==> config.mk <==
export PLATFORM = sky130hd
export DESIGN_NAME = traffic_phase_ctrl
export DESIGN_NICKNAME = d
export VERILOG_FILES = /design/src/rtl/traffic_phase_ctrl.sv
export SDC_FILE = /design/constraint.sdc
export NUM_CORES = 1
export LEC_CHECK = 0
export ABC_AREA = 1
export CAP_MARGIN = 20
export CORE_AREA = 2 2 39 41
export DETAILED_ROUTE_END_ITERATION = 8
export DIE_AREA = 0 0 41 43
export DONT_BUFFER_PORTS = 1
export SKIP_LAST_GASP = 1
export SLEW_MARGIN = 20
export SYNTH_ARGS = -nofsm -noshare
export SYNTH_HDL_FRONTEND = slang
export SYNTH_SLANG_ARGS = --single-unit
==> constraint.sdc <==
create_clock -name clk -period 1.45 [get_ports clk]
set_input_delay 0.29 -clock clk [delete_from_list [all_inputs] [get_ports clk]]
set_output_delay 0.29 -clock clk [all_outputs]
set_load 0.03 [all_outputs]
==> src/rtl/traffic_phase_ctrl.sv <==
// -----------------------------------------------------------------------------
// traffic_phase_ctrl
// Phase sequencer for a two-road traffic light. It steps through the ring
// AR_A -> G1 -> Y1 -> AR_B -> G2 -> Y2 -> AR_A. In each ring phase it first
// issues a one-cycle start pulse with the phase duration to the countdown
// timer (ISSUE), then waits for the timer's done flag (WAIT). A manual hold
// freezes the sequence and pauses the timer. An emergency request forces all
// red, and on release the ring restarts with a fresh all-red clearance.
//
// Ports:
//   clk          system clock, rising edge
//   rst          asynchronous active-low reset
//   ihand        manual hold (synchronous, debounced)
//   iemerg       emergency all-red request (synchronous, debounced)
//   tmr_done     timer done flag, level
//   tmr_enable   timer enable (low while held or in emergency)
//   tmr_start    timer start, one-cycle pulse
//   tmr_goal     timer duration in seconds for the current phase
//   r1, y1, g1   road-1 lamps, active-high
//   r2, y2, g2   road-2 lamps, active-high
//   phase        current phase code for the seven-segment display
// -----------------------------------------------------------------------------
module traffic_phase_ctrl #(
  parameter int unsigned G1_SEC = 5,
  parameter int unsigned G2_SEC = 4,
  parameter int unsigned Y_SEC  = 2,
  parameter int unsigned AR_SEC = 1
) (
  input  logic       clk,
  input  logic       rst,
  input  logic       ihand,
  input  logic       iemerg,
  input  logic       tmr_done,
  output logic       tmr_enable,
  output logic       tmr_start,
  output logic [2:0] tmr_goal,
  output logic       r1,
  output logic       y1,
  output logic       g1,
  output logic       r2,
  output logic       y2,
  output logic       g2,
  output logic [2:0] phase
);

  typedef enum logic [2:0] {
    PH_AR_A  = 3'd0,
    PH_G1    = 3'd1,
    PH_Y1    = 3'd2,
    PH_AR_B  = 3'd3,
    PH_G2    = 3'd4,
    PH_Y2    = 3'd5,
    PH_EMERG = 3'd6
  } phase_e;

  typedef enum logic {
    SUB_ISSUE = 1'b0,
    SUB_WAIT  = 1'b1
  } sub_e;

  phase_e phase_q, phase_d;
  sub_e   sub_q, sub_d;

  // True for the six phases that take part in the timed ring.
  function automatic logic is_ring(input phase_e p);
    case (p)
      PH_AR_A, PH_G1, PH_Y1, PH_AR_B, PH_G2, PH_Y2: is_ring = 1'b1;
      default:                                      is_ring = 1'b0;
    endcase
  endfunction

  // Successor in the ring; anything unexpected restarts at AR_A.
  function automatic phase_e ring_next(input phase_e p);
    case (p)
      PH_AR_A: ring_next = PH_G1;
      PH_G1:   ring_next = PH_Y1;
      PH_Y1:   ring_next = PH_AR_B;
      PH_AR_B: ring_next = PH_G2;
      PH_G2:   ring_next = PH_Y2;
      PH_Y2:   ring_next = PH_AR_A;
      default: ring_next = PH_AR_A;
    endcase
  endfunction

  // Timer duration for each phase; emergency carries no duration.
  function automatic logic [2:0] goal_of(input phase_e p);
    case (p)
      PH_AR_A, PH_AR_B: goal_of = 3'(AR_SEC);
      PH_G1:            goal_of = 3'(G1_SEC);
      PH_G2:            goal_of = 3'(G2_SEC);
      PH_Y1, PH_Y2:     goal_of = 3'(Y_SEC);
      default:          goal_of = 3'd0;
    endcase
  endfunction

  // State register: phase and ISSUE/WAIT sub-state.
  always_ff @(posedge clk or negedge rst) begin
    if (!rst) begin
      phase_q <= PH_AR_A;
      sub_q   <= SUB_ISSUE;
    end else begin
      phase_q <= phase_d;
      sub_q   <= sub_d;
    end
  end

  // Next-state logic. Priority: emergency, leaving emergency, hold, sequencing.
  always_comb begin
    phase_d = phase_q;
    sub_d   = sub_q;
    if (iemerg) begin
      phase_d = PH_EMERG;
      sub_d   = SUB_ISSUE;
    end else if (!is_ring(phase_q)) begin
      // Leaving emergency always goes through a fresh all-red clearance,
      // even when hold is active; the start is then withheld in ISSUE.
      phase_d = PH_AR_A;
      sub_d   = SUB_ISSUE;
    end else if (ihand) begin
      phase_d = phase_q;
      sub_d   = sub_q;
    end else if (sub_q == SUB_ISSUE) begin
      // Done is ignored here: the timer clears it on the edge that
      // captures start, so any done seen now is stale.
      sub_d = SUB_WAIT;
    end else if (tmr_done) begin
      phase_d = ring_next(phase_q);
      sub_d   = SUB_ISSUE;
    end else begin
      phase_d = phase_q;
      sub_d   = sub_q;
    end
  end

  // Output decode of the registered state; timer controls are gated by rst
  // so that nothing reaches the timer while reset is asserted.
  always_comb begin
    r1 = 1'b1;
    y1 = 1'b0;
    g1 = 1'b0;
    r2 = 1'b1;
    y2 = 1'b0;
    g2 = 1'b0;
    case (phase_q)
      PH_G1: begin
        r1 = 1'b0;
        g1 = 1'b1;
      end
      PH_Y1: begin
        r1 = 1'b0;
        y1 = 1'b1;
      end
      PH_G2: begin
        r2 = 1'b0;
        g2 = 1'b1;
      end
      PH_Y2: begin
        r2 = 1'b0;
        y2 = 1'b1;
      end
      default: begin
        r1 = 1'b1;
        r2 = 1'b1;
      end
    endcase
    tmr_enable = rst & ~(ihand | iemerg);
    tmr_start  = rst & is_ring(phase_q) & (sub_q == SUB_ISSUE) & ~ihand & ~iemerg;
    tmr_goal   = rst ? goal_of(phase_q) : 3'd0;
    phase      = phase_q;
  end

endmodule

==> impl_metrics.json <==
{
  "wirelength_um": 904,
  "slew_violations": 0,
  "required_ps": 1160,
  "synth_top_area_cell": "dfrtp_1",
  "slowest_delay_ps": 450,
  "cts_root_buffer": "clkbuf_4",
  "initial_utilization_pct": 23.4,
  "ys_seq_elements": 4,
  "setup_slack_ps": -42.8,
  "path_class": "reg2out",
  "leakage_nw": 0.276,
  "wl_met2_um": 481,
  "fin_hold_ws_ps": -256,
  "grtUsageTotal_pct": 12.1,
  "highest_layer": "met3",
  "grt.overflow.total": 0,
  "synth_cell_types": 14,
  "routabilityCongestion": 0.767,
  "fin_cells": 87,
  "drt_iter0_drc": 2,
  "die_h_um": 43,
  "numCtsBuffers": 3,
  "synth_top_area_share_pct": 30.9,
  "post-place-cells": 78,
  "fp-row-count": 14,
  "crit_chain": "buf_4 -> nor2_4 -> nor2_2 -> nor2_4",
  "startpoint_type": "flop",
  "avgViaCountPerCell": 4.59,
  "drc_errors": 0,
  "cts.sinks": 4,
  "antenna_found_initial": 0,
  "htreeDepth": 1,
  "die_area_mm2": 0.00176,
  "wire_per_inst_um": 10.4,
  "p_per_area_mw_per_mm2": 2200,
  "synth.area.top_cells": "dfrtp_1, nand2_1, inv_1",
  "cp-end-kind": "output pin",
  "outcome": "complete, but fails checks",
  "worstPathArrival_ps": 1200,
  "min_period_ps": 1490,
  "area_growth_pct": 78.4,
  "ys_seq_area_share_pct": 30.9,
  "rsz0062_at_grt": "yes",
  "die_w_um": 41,
  "hold_viol_final": 4,
  "drive_above_1_share_pct": 59.2,
  "final_common_cell": "buf_4",
  "fmax_mhz": 670,
  "clk_pin_slew_ps": 40,
  "antenna_cells": 0,
  "final_core_util_pct": 41.8,
  "ios": 19,
  "grt_pass1_vias": 358,
  "failed_checks": "negative hold slack, negative setup slack",
  "grt_max_degree": 7,
  "cts_buffer_depth": 2,
  "critPathSlowestCell": "dfrtp_2",
  "worst-path-max-fanout": 5,
  "vias": 399,
  "finalSetupViolCount": 3,
  "setup_tns_ps": -102,
  "wl_met1_um": 343,
  "max_cap_viol_count": 0,
  "fp.coreArea_mm2": 0.00138,
  "fin_nets": 77,
  "syn_area_per_cell_um2": 6.11,
  "firstDrtPassIters": 4,
  "slew_headroom_pct": 79.9,
  "synth_nets": 58,
  "tightest_slew_ps": 301,
  "synth_warnings": 0,
  "grt_pass1_wl_um": 1420,
  "ir_worst_vdd_uv": 800,
  "cpMostUsedCell": "nor2_4",
  "synthesis.area_um2": 324,
  "finClkSkew_ps": 8.52,
  "wl_met3_um": 79,
  "cts_tree": "yes",
  "ant_nets": 0,
  "worstSkewPairLatency_ps": 240,
  "hpwl_um": 698,
  "layout_common_cells": "buf_4, nand2_1, inv_1, nand3_1",
  "synthCells": 53,
  "period_share_pct": 103,
  "portBuffers": 0,
  "hold_class": "in2async"
}
timing repair:
item,4_1_cts,5_1_grt
endpoints found under the hold margin,4,4
setup buffers,4,1
pin swaps,2,4
resized for setup,4,7
endpoints found under the setup margin,8,10
final timing paths:
kind	from	endpoint	slack, ps	cells past startpoint
min	rst	phase[2]	-260	0
min in group clk	iemerg	phase[1]	220	3
max reg2reg	phase[2]	phase[2]	300	7
max in group asynchronous	rst	phase[0]	1620	0
max	phase[2]	tmr_goal[1]	-40	4
min reg2reg	sub_q	sub_q	660	2
where the power goes:
group,internal [mW],switching (mW)
combinational,0.319,0.553
clock,0.103,0.0486
sequential,0.158,0.0864
worst max-delay path, delay by kind of cell (launching register included):
family | cells | cell delay, ps
simple gates | 3 | 350
buf+inv | 1 | 160
flops | 1 | 450
per-layer routing:
layer	track usage, %	vias up
met5	0	-
met4	6.00	0
met3	6.28	0
met2	18.1	14
met1	13.3	183
li1	-	202
final cells by class:
class,instances,area [um^2]
Clock buffer,4,26.3
Fill cell,155,806
Inverter,11,46.3
Multi-Input combinational cell,38,256
Sequential cell,4,104
Tap cell,16,20.0
Timing Repair Buffer,14,125
flip-flops by register name (all words and copies together) (netlist names):
name   count
phase      3
sub_q      1
metrics by stage:
step                      cell area [um^2]  total power [mW]  setup slack [ps]
after detailed placement               482             0.949               124
after global placement                 482             0.940               162
final                                  578              1.27             -42.8
after CTS                              547              1.21             -59.1
after global routing                   578              1.36              -113
after floorplan                        382             0.779             -34.0
synthesized netlist by cell type:
library cell   n
nand2_2        2
a31oi_1        1
o21ai_0        3
nand2_1       12
nor2_1         6
nor2_2         3
inv_1          9
nand3_2        1
inv_2          2
nor3_1         2
a21oi_1        1
nand3_1        6
nor3b_1        1
dfrtp_1        4
cell families after synthesis:
group | after synthesis | share of synthesized area (%)
AO/OA/AOI/OAI | 5 | 8.11
buffers and inverters | 11 | 12.7
flip-flops | 4 | 30.9
AND/OR/NAND/NOR | 33 | 48.3
No activity file was read; power rests on OpenSTA's default activity.
